--- src/rtl/cpu7_ifu_ibuf_pkg.sv ---
`default_nettype none
// ============================================================================
// Module      : cpu7_ifu_ibuf_pkg
// Description : Shared types for the instruction fetch buffer: per-entry
//               record layout and the intake FSM state encoding.
// Revision    : 1.0 - initial release
// ============================================================================
package cpu7_ifu_ibuf_pkg;

  localparam int unsigned c_pc_w    = 32;
  localparam int unsigned c_inst_w  = 32;
  localparam int unsigned c_exc_w   = 6;
  localparam int unsigned c_slots   = 4;

  // One buffered instruction: PC, opcode word, exception flag and code.
  typedef struct packed {
    logic [c_pc_w-1:0]   pc;
    logic [c_inst_w-1:0] inst;
    logic                ex;
    logic [c_exc_w-1:0]  exccode;
  } ibuf_entry_t;

  // Intake state: RUN accepts groups, EXHOLD blocks intake until a flush.
  typedef enum logic [0:0] {
    ST_RUN    = 1'b0,
    ST_EXHOLD = 1'b1
  } ibuf_state_t;

endpackage
`default_nettype wire

--- src/rtl/cpu7_ifu_ibuf_unpack.sv ---
`default_nettype none
// ============================================================================
// Module      : cpu7_ifu_ibuf_unpack
// Description : Combinational split of a 128-bit fetch group into four
//               per-slot entries with their PCs, plus the entry count.
//               An exception response collapses to a single entry.
// Revision    : 1.0 - initial release
// ============================================================================
module cpu7_ifu_ibuf_unpack
  import cpu7_ifu_ibuf_pkg::*;
(
  input  logic [31:0]  i_pc,
  input  logic [1:0]   i_count,
  input  logic [127:0] i_rdata,
  input  logic         i_ex,
  input  logic [5:0]   i_exccode,
  output ibuf_entry_t  o_entries [c_slots],
  output logic [2:0]   o_n_in
);

  // Slot i sits at pc + 4*i; exception responses carry no instruction word.
  generate
    for (genvar i = 0; i < int'(c_slots); i++) begin : g_slot
      assign o_entries[i] = {i_pc + 32'(4 * i),
                             (i_ex ? 32'h0 : i_rdata[32*i +: 32]),
                             i_ex,
                             (i_ex ? i_exccode : 6'h0)};
    end
  endgenerate

  assign o_n_in = i_ex ? 3'd1 : ({1'b0, i_count} + 3'd1);

endmodule
`default_nettype wire

--- src/rtl/cpu7_ifu_ibuf.sv ---
`default_nettype none
// ============================================================================
// Module      : cpu7_ifu_ibuf
// Description : Instruction fetch buffer. Unpacks 4-inst fetch groups into a
//               circular FIFO and presents one instruction per cycle. Flush
//               discards everything; a fetch exception freezes intake until
//               the next flush.
//               Build option CPU7_IBUF_BYPASS_EN: when empty, slot 0 of an
//               accepted group drives the outputs in the same cycle.
// Revision    : 1.0 - initial release
// ============================================================================
module cpu7_ifu_ibuf
  import cpu7_ifu_ibuf_pkg::*;
#(
  parameter int unsigned DEPTH = 8
) (
  input  logic         clock,
  input  logic         resetn,
  input  logic         flush,
  input  logic         in_valid,
  output logic         in_ready,
  input  logic [31:0]  in_pc,
  input  logic [1:0]   in_count,
  input  logic [127:0] in_rdata,
  input  logic         in_ex,
  input  logic [5:0]   in_exccode,
  output logic         out_valid,
  input  logic         out_ready,
  output logic [31:0]  out_pc,
  output logic [31:0]  out_inst,
  output logic         out_ex,
  output logic [5:0]   out_exccode
);

  localparam int unsigned c_aw = $clog2(DEPTH);

  logic [c_aw-1:0] r_rd_ptr;
  logic [c_aw-1:0] r_wr_ptr;
  logic [c_aw:0]   r_occ;
  logic            r_live;
  ibuf_state_t     r_state;
  ibuf_state_t     w_state_nxt;
  ibuf_entry_t     r_mem [DEPTH];

  ibuf_entry_t     w_ent [c_slots];
  ibuf_entry_t     w_wdata [c_slots];
  logic [c_aw-1:0] w_widx [c_slots];
  ibuf_entry_t     w_head;
  logic [2:0]      w_n_in;
  logic [2:0]      w_n_wr;
  logic            w_push;
  logic            w_byp;
  logic            w_skip;
  logic            w_pop;
  logic            w_pop_fifo;
  logic            w_fifo_valid;
  logic            w_out_valid;

  cpu7_ifu_ibuf_unpack u_unpack (
    .i_pc      (in_pc),
    .i_count   (in_count),
    .i_rdata   (in_rdata),
    .i_ex      (in_ex),
    .i_exccode (in_exccode),
    .o_entries (w_ent),
    .o_n_in    (w_n_in)
  );

  // Room for a whole group is required; r_live keeps intake closed in reset.
  assign in_ready     = r_live && (r_state == ST_RUN) &&
                        (((c_aw+1)'(DEPTH) - r_occ) >= (c_aw+1)'(4));
  assign w_push       = in_valid && in_ready && !flush;
  assign w_fifo_valid = (r_occ != '0);

`ifdef CPU7_IBUF_BYPASS_EN
  assign w_byp = w_push && !w_fifo_valid;
`else
  assign w_byp = 1'b0;
`endif

  assign w_out_valid = w_fifo_valid || w_byp;
  assign w_pop       = w_out_valid && out_ready && !flush;
  // A bypassed slot 0 consumed this cycle never enters storage.
  assign w_skip      = w_byp && w_pop;
  assign w_pop_fifo  = w_pop && !w_skip;
  assign w_n_wr      = w_push ? (w_n_in - {2'b00, w_skip}) : 3'd0;
  assign w_head      = w_byp ? w_ent[0] : r_mem[r_rd_ptr];

  assign out_valid = w_out_valid;
  assign {out_pc, out_inst, out_ex, out_exccode} = w_out_valid ? w_head : '0;

  // Write data shifts down one slot when slot 0 was consumed via bypass.
  generate
    for (genvar i = 0; i < int'(c_slots); i++) begin : g_wsel
      assign w_widx[i] = r_wr_ptr + c_aw'(i);
      if (i < int'(c_slots) - 1) begin : g_shift
        assign w_wdata[i] = w_skip ? w_ent[i+1] : w_ent[i];
      end else begin : g_last
        assign w_wdata[i] = w_ent[i];
      end
    end
  endgenerate

  // Entry storage: no reset, only the accepted slots are written.
  always_ff @(posedge clock) begin
    for (int i = 0; i < int'(c_slots); i++) begin
      if (3'(i) < w_n_wr) begin
        r_mem[w_widx[i]] <= w_wdata[i];
      end
    end
  end

  // Pointers and occupancy; flush clears both and wins over push/pop.
  always_ff @(posedge clock or negedge resetn) begin
    if (!resetn) begin
      r_rd_ptr <= '0;
      r_wr_ptr <= '0;
      r_occ    <= '0;
      r_live   <= 1'b0;
    end else begin
      r_live <= 1'b1;
      if (flush) begin
        r_rd_ptr <= '0;
        r_wr_ptr <= '0;
        r_occ    <= '0;
      end else begin
        r_wr_ptr <= r_wr_ptr + c_aw'(w_n_wr);
        r_rd_ptr <= r_rd_ptr + c_aw'(w_pop_fifo);
        r_occ    <= r_occ + (c_aw+1)'(w_n_wr) - (c_aw+1)'(w_pop_fifo);
      end
    end
  end

  // Intake FSM state register.
  always_ff @(posedge clock or negedge resetn) begin
    if (!resetn) begin
      r_state <= ST_RUN;
    end else begin
      r_state <= w_state_nxt;
    end
  end

  // Intake FSM next state: an accepted exception holds intake until flush.
  always_comb begin
    w_state_nxt = r_state;
    if (flush) begin
      w_state_nxt = ST_RUN;
    end else if ((r_state == ST_RUN) && w_push && in_ex) begin
      w_state_nxt = ST_EXHOLD;
    end
  end

endmodule
`default_nettype wire

--- config.mk ---
export PLATFORM = sky130hd
export DESIGN_NAME = cpu7_ifu_ibuf
export DESIGN_NICKNAME = d
export VERILOG_FILES = /design/src/rtl/cpu7_ifu_ibuf_pkg.sv /design/src/rtl/cpu7_ifu_ibuf_unpack.sv /design/src/rtl/cpu7_ifu_ibuf.sv
export SDC_FILE = /design/constraint.sdc
export NUM_CORES = 2
export LEC_CHECK = 0
export ABC_AREA = 1
export CAP_MARGIN = 20
export CELL_PAD_IN_SITES_DETAIL_PLACEMENT = 1
export CELL_PAD_IN_SITES_GLOBAL_PLACEMENT = 1
export CORE_ASPECT_RATIO = 2
export CORE_MARGIN = 1
export CORE_UTILIZATION = 40
export DETAILED_ROUTE_END_ITERATION = 7
export PLACE_DENSITY_LB_ADDON = 0.1
export RECOVER_POWER = 50
export REMOVE_ABC_BUFFERS = 1
export SLEW_MARGIN = 20
export SYNTH_ARGS = -nofsm -noshare
export SYNTH_HDL_FRONTEND = slang
export SYNTH_SLANG_ARGS = --single-unit
export TNS_END_PERCENT = 1
--- constraint.sdc ---
create_clock -name clock -period 9.3 [get_ports clock]
set_input_delay 1.86 -clock clock [delete_from_list [all_inputs] [get_ports clock]]
set_output_delay 1.86 -clock clock [all_outputs]
set_load 0.02 [all_outputs]
== Yosys cells after proc, flatten, opt, wreduce, memory -nomap -nowiden ==
Memories as Yosys holds them, arrays and structs flattened.
Cells that the tools add are included.
Word-level totals
  bits in writable memories: 568
  flip-flop bits (word level): 12
  memories kept: 1
Memory list
  r_mem: words 8, bits a word 71, read ports 1, clocked after memory_dff 0, write ports 4, RTL line cpu7_ifu_ibuf.sv:43  | ibuf_entry_t r_mem [DEPTH];
Cells by class
  mux-type cells: 21
  order comparisons: 5
  bitwise gates (word level): 1
  reductions and logical operators: 11
  add/subtract/negate cells: 12
Operators with widths (number)
  two-way mux 32 bit: 4
  two-way mux 71 bit: 1
  adder 32 x 4 -> 32 bit (second input constant): 2
  adder 32 x 3 -> 32 bit (second input constant): 1
  two-way mux 3 bit: 4
  two-way mux 1 bit: 10
  logical AND 1 bit: 8
  adder 3 x 2 -> 3 bit (second input constant): 2
  less-than comparator 1 x 3 -> 1 bit (first input constant): 2
  less-than comparator 2 x 3 -> 1 bit (first input constant): 2
  two-way mux 6 bit: 1
  adder 4 x 3 -> 4 bit: 1
  >= comparator 4 x 3 -> 1 bit (second input constant): 1
  two-way mux 4 bit: 1
  nonzero test 4 bit: 1
  subtractor 4 x 1 -> 4 bit: 1
  subtractor 4 bit (first input constant): 1
  adder 2 x 1 -> 3 bit (second input constant): 1
  adder 3 x 1 -> 3 bit: 1
  adder 3 x 1 -> 3 bit (second input constant): 1
  adder 3 bit: 1
  nonzero test 2 bit: 1
  zero test 1 bit: 1
  inverter 1 bit: 1

== Logic depth before layout (Yosys ltp) ==
  depth after elaboration: 9
  depth in mapped cells: 15

== Hierarchy ==
Synthesis repeated with hierarchy kept, for this count alone.
Second synthesis, totals
  cells, all modules: 7828
  area, all modules: 49132.1 um^2
Modules (own cells, without submodules)
  cpu7_ifu_ibuf: times used 1, seq. area each 17356.6 um^2, cells an instance 7082, area each 45586.2 um^2
  cpu7_ifu_ibuf_unpack: times used 1, seq. area each 0.0 um^2, cells an instance 746, area each 3545.9 um^2

== Worst setup path before layout ==
OpenSTA, ideal clock, no wires.
  path kind: input-to-reg
  from: input port in_count[0]
  to: memory r_mem[6][0] (netlist bit), enable pin
  setup time: 916 ps
  data arrival time: 4711 ps
  buffers on the path: 2
  cell stages on the path: 11
  required time: 8384 ps
  slack: 3673 ps
  path through: ha_1 inv_1 nor2_1 nand4_1 nand2_1 buf_4 nand2_2 nand2_1 inv_2 buf_2 nand3_1
RTL lines
  from (decl): RTL line cpu7_ifu_ibuf.sv:23  | input logic [1:0] in_count,
  to (decl): RTL line cpu7_ifu_ibuf.sv:43

==> results.ini <==
[cts]
cts_sinks=580
cts_buffers=59
cts_root_buf=clkbuf_16
cts_resized=0
cts_tree=done
clockBufferDepth=3
htreeDepth=2
ctsHoldBuffers=0
cts_setup_buffers=0
clock_latency_ns=0.71
path_clk_slew_ns=0.07

[worst_setup_path]
arrival_ns=8.50
rrSetupSlack_ns=2.40
setup.worst_path.end_class=flop
r2r_start=r_wr_ptr[0]$_DFF_PN0_
worstPathMaxFanout=44
cp.required_ns=9.87
startpoint_type=primary input
path_class=in2reg
cp-startpoint=in_ex

[die]
core_area_um2=105000
die_x_um=233
fp.dieH_um=463
pin_count=247
dieArea_um2=108000
start_util_pct=40.5
rows=168

[power_and_ir_drop]
p_total_mw=8.36
irDropWorstVdd_mv=0.150
p_leak_nw=21.1
p_per_area_nw_per_um2=174

[place]
gp_congestion=0.948
dp_hpwl_mm=133
port_buffers=246
post-place-cells=7524

[drt]
first_iter_violations=4931
drc=0
finalWirelength_mm=228
wl_per_cell_um=29.9
vias=48500
dr.pass1.iters=5
vias_per_cell=6.35
ant_nets=0

[timing]
finalCritPeriodShare_pct=85.3
skew_ns=0.0168
fmax_mhz=126
finalHoldViolations=0
max_slew_margin_pct=-118
finalSetupViolations=0
rsz0062_at_grt=no
fin_crit_ns=7.93
worst_slew_pin_slew_ns=3.27
finalMaxSlewViolations=509

[synthesis]
ys_ff_latch=580
synth-main-ff-cell=edfxtp_1
synth_area_per_cell_um2=6.75
synth_edf_count=568
syn-cell-area_um2=42600
ys_async_sr_fraction_pct=2.07
synth.distinct_cells=39
yosysWarnings=0
synth_seq_area_share_pct=40.8
syn-instance-count=6303

[global_route]
grt_max_degree=182
grt_pass1_wl_mm=327
grt_usage_pct=41.6
overflow=0
first_global_vias=49200
antenna_found_initial=2

[layout]
drive_above_1_share_pct=4.48
stdcell_count=7636
finalCoreUtilization_pct=45.6
nets=6416
syn_to_final_growth_pct=12.6

[hold_path]
hp-start=r_state$_DFFE_PN0P_
hold_path.class=reg2reg

[job]
drv_cap=14

[outcome]
violations=capacitance limit, slew limit
run_status=finished, violations left

[flip-flops by register name, indices dropped and copies added, names as in the netlist]
| register | cells |
|---|---|
| r_occ | 4 |
| r_wr_ptr | 3 |
| r_live | 1 |
| r_mem | 568 |
| r_rd_ptr | 3 |
| r_state | 1 |
[layout make-up]
cell class                      count  area [um^2]
Inverter                          470         1790
Timing Repair Buffer              348         3280
Clock buffer                       67         1550
Clock inverter                     43          592
Antenna cell                        1         2.50
Fill cell                       13600        57200
Tap cell                         1360         1700
Sequential cell                   580        17400
Multi-Input combinational cell   4767        21700
[report_power, final]
| group | internal (mW) | switching, mW |
|---|---|---|
| Sequential | 2.96 | 0.0360 |
| Clock | 1.57 | 1.22 |
| Combinational | 0.780 | 1.81 |
| Total | 5.30 | 3.06 |
[worst paths after layout]
| path | end | depth (start not counted) |
|---|---|---|
| worst min register to register | r_state$_DFFE_PN0P_ | 2 |
| worst max-delay path | r_mem[0][24]$_DFFE_PP_ | 11 |
| worst min-delay path | r_state$_DFFE_PN0P_ | 2 |
| min in group asynchronous | r_state$_DFFE_PN0P_ | 1 |
| worst max register to register | r_mem[0][24]$_DFFE_PP_ | 13 |
| max in group asynchronous | r_rd_ptr[1]$_DFF_PN0_ | 1 |
[cell families after synthesis]
kind of cell / after synthesis / synth area share [%]
compound gates: 861 / 11.0
xor+xnor: 80 / 1.66
fa+ha+maj: 16 / 0.506
buf+inv: 956 / 8.92
flops: 580 / 40.8
mux: 1 / 0.0265
other cells: 1 / 0.00881
simple gates: 3808 / 37.1
[critical path, cell delays in order]
cell and delay (ns):
dlygate4sd3_1 0.53, clkbuf_1 1.19, nor2_1 0.26, o2111ai_1 2.42
clkbuf_2 1.57, nand2_1 0.15, nand2_1 0.16, nand2_1 0.06
nand2_1 0.08, nand2_1 0.07, nand2_1 0.09
[per-stage QoR]
step	setup TNS [ns]	setup WS [ns]	hold WS [ns]	cell area [um^2]
final	0	1.37	0.555	47900
after global routing	0	1.38	0.565	47900
after CTS	0	2.79	0.556	48000
after detailed placement	0	2.30	0.542	45900
after global placement	0	2.39	0.521	45900
after floorplan	-4409.02	-5.52	0.505	40500
[Yosys cell counts (4+ instances only)]
| master | n | area, um^2 |
|---|---|---|
| nand2_1 | 1978 | 7420 |
| nand3_1 | 1054 | 5280 |
| nor2_1 | 717 | 2690 |
| edfxtp_1 | 568 | 17100 |
| o21ai_0 | 478 | 2390 |
| inv_1 | 436 | 1640 |
| clkbuf_1 | 314 | 1180 |
| o22ai_1 | 218 | 1360 |
| buf_2 | 130 | 651 |
| a21oi_1 | 85 | 425 |
| xor2_1 | 77 | 674 |
| a31oi_1 | 71 | 444 |
| buf_1 | 29 | 109 |
| nor3_1 | 22 | 110 |
| inv_2 | 21 | 78.8 |
| ha_1 | 14 | 175 |
| clkinv_1 | 13 | 48.8 |
| buf_4 | 12 | 90.1 |
| dfrtp_1 | 12 | 300 |
| nand2_2 | 10 | 62.6 |
| nor2_2 | 9 | 56.3 |
| nand4_1 | 7 | 43.8 |
| nor3_2 | 4 | 40.0 |
| o21ai_1 | 4 | 20.0 |
[cells in the final DEF, fill, tap and decap left out, drive strengths merged]
cell / n
nor2: 728
or2: 2
conb: 1
xor2: 78
bufinv: 13
o21bai: 2
a21o: 1
diode: 1
clkinv: 31
mux2: 1
a31oi: 71
xnor2: 2
clkinvlp: 8
fa: 2
o2111ai: 1
o21ai: 482
clkdlybuf4s50: 240
clkbuf: 79
o22ai: 218
edfxtp: 568
dfrtp: 12
nand2: 1988
a21oi: 86
nor3: 26
inv: 461
and2: 1
nand3: 1055
dlygate4sd3: 6
nand3b: 1
buf: 90
ha: 14
nand4: 7
[routing by layer]
metal	up-vias	share of wire, %	wire length [um]	track usage, %
li1	20700	-	-	-
met1	23600	35	80500	48.1
met2	3087	47	108000	69.4
met3	1019	9.3	21200	6.52
met4	0	8.2	18700	29.6
met5	-	0	0	0
No activity file was read; power rests on OpenSTA's default activity.
